**src/rtl/alien_march_pkg.sv**
```systemverilog
// Shared types, widths and helpers for the alien formation march controller.
package alien_march_pkg;

  localparam int unsigned OFFSET_W = 11;
  localparam int unsigned ALIVE_W  = 6;
  localparam int unsigned CNT_W    = 4;

  typedef enum logic [1:0] {
    StMoveR,
    StMoveL,
    StHaltLanded,
    StHaltCleared
  } march_state_t;

  // Ticks between steps: 55 alive -> 14, 1..3 alive -> 1.
  function automatic logic [CNT_W-1:0] interval_f(input logic [ALIVE_W-1:0] alive_count);
    logic [ALIVE_W-1:0] quarter;
    quarter = alive_count >> 2;
    return CNT_W'(quarter) + CNT_W'(1);
  endfunction

endpackage

```
**src/rtl/step_interval_timer.sv**
```systemverilog
// Counts divider ticks and strobes step once the current interval has elapsed.
module step_interval_timer
  import alien_march_pkg::*;
(
  input  logic             clk,
  input  logic             resetN,
  input  logic             tick,
  input  logic             enable,
  input  logic             restart,
  input  logic [CNT_W-1:0] interval,
  input  logic             run,
  output logic             step
);

  logic [CNT_W-1:0] tick_cnt_q, tick_cnt_d;
  logic             adv;

  assign adv  = run && tick && enable;
  // >= rather than == so a shrinking interval never strands the counter above it.
  assign step = adv && !restart && (tick_cnt_q >= (interval - CNT_W'(1)));

  always_comb begin
    tick_cnt_d = tick_cnt_q;
    if (restart) begin
      tick_cnt_d = '0;
    end else if (step) begin
      tick_cnt_d = '0;
    end else if (adv) begin
      tick_cnt_d = tick_cnt_q + CNT_W'(1);
    end
  end

  always_ff @(posedge clk or negedge resetN) begin
    if (!resetN) begin
      tick_cnt_q <= '0;
    end else begin
      tick_cnt_q <= tick_cnt_d;
    end
  end

endmodule

```
**src/rtl/alien_march_ctrl.sv**
```systemverilog
// Alien formation march FSM: steps, edge drops, landing and cleared detection.
module alien_march_ctrl
  import alien_march_pkg::*;
#(
  parameter int unsigned X_START     = 160,
  parameter int unsigned Y_START     = 32,
  parameter int unsigned LEFT_LIMIT  = 16,
  parameter int unsigned RIGHT_LIMIT = 304,
  parameter int unsigned X_STEP      = 4,
  parameter int unsigned Y_STEP      = 8,
  parameter int unsigned Y_LAND      = 400
) (
  input  logic                clk,
  input  logic                resetN,
  input  logic                tick,
  input  logic                enable,
  input  logic                restart,
  input  logic [ALIVE_W-1:0]  alive_count,
  output logic [OFFSET_W-1:0] offsetX,
  output logic [OFFSET_W-1:0] offsetY,
  output logic                direction,
  output logic                moveStep,
  output logic                landed
);

  localparam int unsigned CmpW = OFFSET_W + 1;
  localparam logic [CmpW-1:0] XStepC  = CmpW'(X_STEP);
  localparam logic [CmpW-1:0] YStepC  = CmpW'(Y_STEP);
  localparam logic [CmpW-1:0] LeftC   = CmpW'(LEFT_LIMIT);
  localparam logic [CmpW-1:0] RightC  = CmpW'(RIGHT_LIMIT);
  localparam logic [CmpW-1:0] YLandC  = CmpW'(Y_LAND);

  march_state_t        state_q, state_d;
  logic [OFFSET_W-1:0] offx_q, offx_d, offy_q, offy_d;
  logic                dir_q, dir_d, step_q, step_d, land_q, land_d;
  logic [CNT_W-1:0]    interval;
  logic                run, step, at_edge;
  logic [CmpW-1:0]     x_fwd, y_drop;

  assign interval = interval_f(alive_count);
  assign run      = (state_q == StMoveR) || (state_q == StMoveL);

  step_interval_timer u_timer (
    .clk      (clk),
    .resetN   (resetN),
    .tick     (tick),
    .enable   (enable),
    .restart  (restart),
    .interval (interval),
    .run      (run),
    .step     (step)
  );

  assign x_fwd   = {1'b0, offx_q} + XStepC;
  assign y_drop  = {1'b0, offy_q} + YStepC;
  assign at_edge = (state_q == StMoveR) ? (x_fwd > RightC) : ({1'b0, offx_q} < (LeftC + XStepC));

  always_comb begin
    state_d = state_q;
    offx_d  = offx_q;
    offy_d  = offy_q;
    dir_d   = dir_q;
    land_d  = land_q;
    step_d  = 1'b0;
    if (restart) begin
      state_d = StMoveR;
      offx_d  = OFFSET_W'(X_START);
      offy_d  = OFFSET_W'(Y_START);
      dir_d   = 1'b1;
      land_d  = 1'b0;
    end else begin
      unique case (state_q)
        StMoveR, StMoveL: begin
          if (step) begin
            step_d = 1'b1;
            if (at_edge) begin
              offy_d  = y_drop[OFFSET_W-1:0];
              dir_d   = (state_q == StMoveL);
              state_d = (state_q == StMoveR) ? StMoveL : StMoveR;
              if (y_drop >= YLandC) begin
                state_d = StHaltLanded;
                land_d  = 1'b1;
              end
            end else if (state_q == StMoveR) begin
              offx_d = x_fwd[OFFSET_W-1:0];
            end else begin
              offx_d = offx_q - OFFSET_W'(X_STEP);
            end
          end else if (enable && (alive_count == '0)) begin
            state_d = StHaltCleared;
          end
        end
        default: ;
      endcase
    end
  end

  always_ff @(posedge clk or negedge resetN) begin
    if (!resetN) begin
      state_q <= StMoveR;
      offx_q  <= OFFSET_W'(X_START);
      offy_q  <= OFFSET_W'(Y_START);
      dir_q   <= 1'b1;
      step_q  <= 1'b0;
      land_q  <= 1'b0;
    end else begin
      state_q <= state_d;
      offx_q  <= offx_d;
      offy_q  <= offy_d;
      dir_q   <= dir_d;
      step_q  <= step_d;
      land_q  <= land_d;
    end
  end

  assign offsetX   = offx_q;
  assign offsetY   = offy_q;
  assign direction = dir_q;
  assign moveStep  = step_q;
  assign landed    = land_q;

endmodule

```
**config.mk**
```make
export PLATFORM = sky130hd
export DESIGN_NAME = alien_march_ctrl
export DESIGN_NICKNAME = d
export VERILOG_FILES = /design/src/rtl/alien_march_pkg.sv /design/src/rtl/step_interval_timer.sv /design/src/rtl/alien_march_ctrl.sv
export SDC_FILE = /design/constraint.sdc
export NUM_CORES = 1
export LEC_CHECK = 0
export CAP_MARGIN = 20
export CORE_ASPECT_RATIO = 1.4
export CORE_MARGIN = 5
export CORE_UTILIZATION = 45
export CTS_CLUSTER_DIAMETER = 50
export DETAILED_ROUTE_END_ITERATION = 10
export GPL_TIMING_DRIVEN = 0
export MAX_ROUTING_LAYER = met4
export PLACE_DENSITY = 0.8
export SLEW_MARGIN = 30
export SYNTH_ARGS = -nofsm -noshare
export SYNTH_HDL_FRONTEND = slang
export SYNTH_HIERARCHICAL = 1
export SYNTH_SLANG_ARGS = --single-unit
```
**constraint.sdc**
```tcl
create_clock -name clk -period 3.2 [get_ports clk]
set_clock_uncertainty 0.05 [all_clocks]
set_input_delay 0.64 -clock clk [delete_from_list [all_inputs] [get_ports clk]]
set_output_delay 0.64 -clock clk [all_outputs]
set_load 0.02 [all_outputs]
```
==> metrics.log, run 1 <==
INFO  metric run_status = completed
INFO  metric routabilityCongestion = between 0.9 and 1
INFO  metric crit_fanout = 6
INFO  metric drv_slew = 0
INFO  metric die_width = around 67 um
INFO  metric worst_hold_check_slack = approximately 0.31 ns
INFO  metric synth_edf_count = 0
INFO  metric drt-total-wl = around 5500 um
INFO  metric total_leakage_power = 1.005 nW
INFO  metric tightestPinTransition = around 0.78 ns
INFO  metric number_of_global_route_vias_before_repair = around 1900
INFO  metric critPathKind = in -> reg
INFO  metric crit_path_start_kind = input pin
INFO  metric grt_pass1_wl = 8956 um
INFO  metric final-seq-area = about 660 um2
INFO  metric synthDominantAreaCellType = sky130_fd_sc_hd__dfrtp_1
INFO  metric final_cell_mix = 26 x sky130_fd_sc_hd__clkdlybuf4s50_1, 22 x sky130_fd_sc_hd__dfrtp_1, 20 x sky130_fd_sc_hd__a21oi_1, 18 x sky130_fd_sc_hd__nor2_1, 17 x sky130_fd_sc_hd__nand2_1
INFO  metric worstSkewPairLatency = 0.27 ns
INFO  metric power_density = around 240 mW/mm2
INFO  metric buffers_on_ports = 30
INFO  metric tritoncts.num_buffers = 3
INFO  metric synth-seq-cells = 26
INFO  metric post_drt_wl_per_cell = around 16 um
INFO  metric synth.yosys.warnings = 6
INFO  metric yosys.cell_types.count = between 60 and 70
INFO  metric placementRows = 29
INFO  metric worstSetupEndpointType = flip-flop
INFO  metric area_of_the_multi_input_gates = roughly 0.0014 mm2
INFO  metric final.period_utilization = between 90% and 100%
INFO  metric antenna_nets_post_route = 0
INFO  metric dieArea = 0.006093 mm2
INFO  metric clock_transition_at_path_regs = about 0.090 ns
INFO  metric synth.top_cells.by_area = sky130_fd_sc_hd__dfrtp_1 27%, sky130_fd_sc_hd__ha_1 6.6%, sky130_fd_sc_hd__a21oi_1 5.1%, sky130_fd_sc_hd__dfstp_2 5.1%, sky130_fd_sc_hd__nand2_1 3.3%
INFO  metric grt_start_max_net_pins = 27
INFO  metric worst-endpoint-arrival = approximately 3.3 ns
INFO  metric synthesis.instances = roughly 240
INFO  metric number_of_endpoints_failing_setup_at_the_final_stage = 0
INFO  metric final_layout_size_suffix_gt1_share = approximately a fifth
INFO  metric post_drt_via_cell_ratio = around 5.8
INFO  metric cell_at_the_slowest_stage_of_the_critical_path = sky130_fd_sc_hd__nor4_4
INFO  metric detailedPlacementHpwl = slightly below 4000 um
INFO  metric synthDominantCellAreaShare = between 20% and 30%
INFO  metric yosysSeqAreaShare = 31.57%
INFO  metric cts.path.max_buffers = 2
INFO  metric finish.net_count = ~310
INFO  metric totalNegativeSetupSlack = 0 ns
INFO  metric pin_count = 36
INFO  metric overflow = 0
INFO  metric syn2layout_area_growth = 29.22%
INFO  metric starting_density = a little under half
INFO  metric power.share.combinational = between 15 and 20%
INFO  metric worstPathRequired = roughly 3.4 ns
INFO  metric p_total = around 640 uW
INFO  metric place_ws = -0.9936 ns
INFO  metric p_sw_share = 26.59%
INFO  metric setup_repair_after_global_routing_missed_its_margin = false
INFO  metric ys.flop_type = sky130_fd_sc_hd__dfrtp_1
INFO  metric n_fill_cell = slightly above 400
INFO  metric power.sequential.fraction = ~52%
INFO  metric grt_antenna_before_repair = 0
INFO  metric achievable-frequency = 318.7 MHz
INFO  metric number_of_max_capacitance_violations_reported = 0
INFO  metric clock_network_fraction_of_design_power = between 20% and 30%
INFO  metric path_cells = buf_4 > ha_2 > xor2_2 > nor3_2 > xnor2_1 > ha_2 > or3_4 > o21ai_4 > nor4_4 > nand2_2 > a31oi_4 > o21ai_4 > buf_6 > or3_1 > nand3_1
INFO  metric core_area = between 0.004 and 0.005 mm2
INFO  metric ys_async_sr_fraction = 100.0%
INFO  metric synth.avg_cell_area = between 8 and 9 um2
INFO  metric cts_htree_levels = 1
INFO  metric drt_first_iter_violations = approximately 110
INFO  metric antenna_cells_inserted = 0
INFO  metric power.internal = ~470 uW
INFO  metric fin_ws = ~0.063 ns
INFO  metric min-delay-path-class = in -> async
INFO  metric via_count = roughly 2000
INFO  metric netlist_area = between 0.002 and 0.0025 mm2
INFO  metric mostFrequentLayoutCell = sky130_fd_sc_hd__clkdlybuf4s50_1
INFO  metric relative_slew_margins = between 40% and 50%
INFO  metric finish.utilization = 59.65%
INFO  metric final_report_hold_violation_count = 0
INFO  metric cts-hold-fix-buffers = 0
INFO  metric critPathMaxStageDelay = ~0.38 ns
INFO  metric ir_drop = around 160 uV
INFO  metric root_buffer = sky130_fd_sc_hd__clkbuf_8
INFO  metric cts.sinks = 26
INFO  metric switching_power = 171.2 uW
INFO  metric detail_route.drc_violations = 0
INFO  metric die_h = approximately 90 um
INFO  metric track_usage = a little under a fifth
INFO  metric period_minus_slack = around 3.1 ns
INFO  metric detail_route.first_pass.iterations = 4
INFO  metric tritoncts = done
-- state kept, by name, summed over array words and instances (netlist names) --
register	count
direction	1
landed	1
moveStep	1
offsetX	9
offsetY	8
state_q	2
u_timer/tick_cnt_q	4
-- synthesized netlist by cell type (all sizes together), types with 2 or more instances --
cell	count
or3	9
mux2	2
o31ai	5
a221o	2
and3	2
o31a	2
inv	14
o41a	2
or3b	2
nor4b	3
nor3	6
clkbuf	4
nand4	2
a211oi	2
o21ai	12
ha	11
o211ai	2
nand3	9
or4	7
nor4	5
mux2i	2
nor2	18
a31oi	4
a21oi	22
nand2	18
a2111oi	2
xnor2	5
buf	16
nand2b	3
dfrtp	22
o21a	2
or4b	2
dfstp	4
-- what timing repair did --
action | in CTS | in global routing
gates resized for setup | 21 | 12
pin swaps | 5 | 9
buffers inserted | 4 | 2
setup endpoints to repair | 21 | 14
cloned | 1 | 0
-- power groups by stage --
stage	logic, mW	registers (mW)	clock network, mW
after floorplan	0.0679	0.340	0
after global placement	0.102	0.339	0
after detailed placement	0.105	0.339	0
after CTS	0.121	0.333	0.185
after global routing	0.138	0.334	0.201
final	0.128	0.333	0.182
-- critical path, delay by kind of cell --
kind,cells,cell delay [ns]
AOI/OAI and AO/OA,3,0.36
xor gates and xnor gates,2,0.30
adders and majority gates,2,0.42
buffers and inverters,2,0.26
and+or+nand+nor,6,1.30
-- cells by family after synthesis --
family | share of synthesized area [%]
compound gates | 23.37
xor+xnor | 2.530
fa+ha+maj | 6.626
buf+inv | 8.675
flops | 31.57
mux | 2.048
other cells | 0.1805
simple gates | 25.00
-- final timing paths --
kind                                startpoint    endpoint  slack, ns  cells past startpoint
worst max-delay path            alive_count[2]  offsetX[7]       0.06                     15
worst min-delay path                    resetN      landed       0.31                      1
worst max register to register      offsetX[3]  state_q[0]       0.36                      9
worst min register to register          landed      landed       0.46                      1
max in group asynchronous               resetN  offsetX[5]       2.40                      1
min in group clk                        landed      landed       0.46                      1
-- layout make-up --
cell class / count / share of cell area, %
multi-input cells: 188 / 51.47
flip-flops and latches: 26 / 24.43
repair buffers: 37 / 12.77
plain buffers: 20 / 4.942
well taps: 62 / 2.890
inverters: 14 / 1.958
clock buffers: 3 / 1.538
-- routing by layer --
layer / global-route usage, % / part of all wire, %
met1: 23.13 / 42
met2: 31.75 / 54
met3: 1.121 / 2.9
met4: 6.937 / 1.9
met5: - / 0
-- per-stage QoR --
stage / area, um2 / std cells
after floorplan: 2113 / 248
after global placement: 2491 / 340
after detailed placement: 2486 / 340
after CTS: 2654 / 348
after global routing: 2684 / 350
final: 2684 / 350
Note: power is estimated with default switching activity, not from simulation.
==> inputs of run 2 (changes only) <==
--- a/config.mk
+++ b/config.mk
@@ -5,6 +5,7 @@
 export SDC_FILE = /design/constraint.sdc
 export NUM_CORES = 1
 export LEC_CHECK = 0
+export ABC_CLOCK_PERIOD_IN_PS = 3200
 export CAP_MARGIN = 20
 export CORE_ASPECT_RATIO = 1.4
 export CORE_MARGIN = 5
==> results of run 2 <==
No change in the layout: final DEF, timing and power equal those of run 1.
==> RTL change, RTL diff (settings of run 1) <==
The package constant `CNT_W` goes from 4 to 3.
--- a/src/rtl/alien_march_pkg.sv
+++ b/src/rtl/alien_march_pkg.sv
@@ -3,7 +3,7 @@
 
   localparam int unsigned OFFSET_W = 11;
   localparam int unsigned ALIVE_W  = 6;
-  localparam int unsigned CNT_W    = 4;
+  localparam int unsigned CNT_W    = 3;
 
   typedef enum logic [1:0] {
     StMoveR,
Formal check against the unedited RTL: not equivalent (Yosys sat finds a counterexample within 4 cycles, from zero or initial values and one cycle with resetN low).
==> RTL change against run 1 <==
Largest cell class unchanged; largest power group unchanged; fmax up 3.0%; total power down 4.4%; critical path depth down 4; critical endpoint is now offsetY[9]; worst setup slack better by 90 ps; via count down 11%; area after synthesis down 8.3%; cell area down 12%; sequential cell count down 1; wire length down 15%.
==> RTL change: results (changes against run 1) <==
stage	metric	value	unit	change
global_routing	gr-usage-met1	22.2	%	-0.89 points
status	outcome	complete, no violations		
place	dpl_worst_slack	-787	ps	+207 ps
drt	wl_met2	2460	µm	-16%
yosys	synth.area.top_cells	sky130_fd_sc_hd__dfrtp_1, sky130_fd_sc_hd__ha_1, sky130_fd_sc_hd__dfstp_2		
die	fp-row-count	28		-3.4%
yosys	number_of_different_library_cells_in_the_post_synthesis_netlist	56		-11%
place	cells_after_dpl	291		-14%
global_routing	gr-usage-all-layers	17.8	%	-1.0 points
power	p_sw	167	µW	-2.5%
place	hpwlAfterDp	3400	µm	-13%
sta	timing.slew.headroom	62.0	%	+15 points
drt	totalWireLength	4660	µm	-15%
power	power.ir.vdd_worst	0.170	mV	+5.7%
cells_and_area	final_nets	275		-12%
worst_setup_path	slowest_stage	sky130_fd_sc_hd__or4b_1		
drt	routed-wl-met3	143	µm	-11%
drt	route.layer.met1.wl	1990	µm	-13%
cells_and_area	layout-drive-gt1-share	16.2	%	-4.6 points
worst_setup_path	worstPathArrival	3210	ps	-90 ps
global_routing	met3_usage	1.81	%	+0.69 points
yosys	synth.yosys.seq_area_share	33.1	%	+1.5 points
yosys	synthesis.instances	212		-13%
yosys	synth_commonest_cells	sky130_fd_sc_hd__dfrtp_1, sky130_fd_sc_hd__nand2_1, sky130_fd_sc_hd__a21oi_1, sky130_fd_sc_hd__inv_1, sky130_fd_sc_hd__ha_1		
global_routing	grt_util_met2	30.1	%	-1.7 points
==> RTL change: what timing repair did <==
item,CTS,global route
pin swaps,4,7
hold buffers,0,0
setup endpoints to repair,19,4
gates cloned,0,1
setup buffers,1,1
gates resized for setup,9,5
==> RTL change: path summary, 6_finish.rpt <==
kind	startpoint	endpoint	slack, ps	depth (start not counted)
worst min register to register	u_timer/tick_cnt_q[0]	u_timer/tick_cnt_q[0]	510	2
worst min-delay path	resetN	offsetX[9]	300	1
max in group asynchronous	resetN	offsetY[5]	2420	1
worst max-delay path	alive_count[4]	offsetY[9]	150	11
worst max register to register	offsetX[3]	offsetX[4]	370	9
min in group clk	u_timer/tick_cnt_q[0]	u_timer/tick_cnt_q[0]	510	2
==> RTL change: cell families after synthesis <==
family	synth area share, %
XOR/XNOR	1.84
AND/OR/NAND/NOR	25.3
flip-flops	33.1
AO/OA/AOI/OAI	22.7
other	0.197
multiplexers	2.10
buffers and inverters	8.21
adder cells (fa/ha/maj)	6.57
==> RTL change: power groups by stage <==
stage | registers, mW | logic (mW) | clock network (mW)
after detailed placement | 0.328 | 0.0875 | 0
after floorplan | 0.329 | 0.0531 | 0
after CTS | 0.322 | 0.0942 | 0.201
after global placement | 0.328 | 0.0862 | 0
final | 0.322 | 0.0975 | 0.196
after global routing | 0.322 | 0.107 | 0.215
==> RTL change: area by class of cell <==
type / instances / area, µm² / area share, %
clock inverters: 1 / 7.51 / 0.317
inverters: 11 / 41.3 / 1.74
plain buffers: 18 / 121 / 5.13
multi-input cells: 162 / 1160 / 49.2
flip-flops and latches: 25 / 631 / 26.6
clock buffers: 3 / 41.3 / 1.74
repair buffers: 33 / 305 / 12.9
well taps: 45 / 56.3 / 2.38
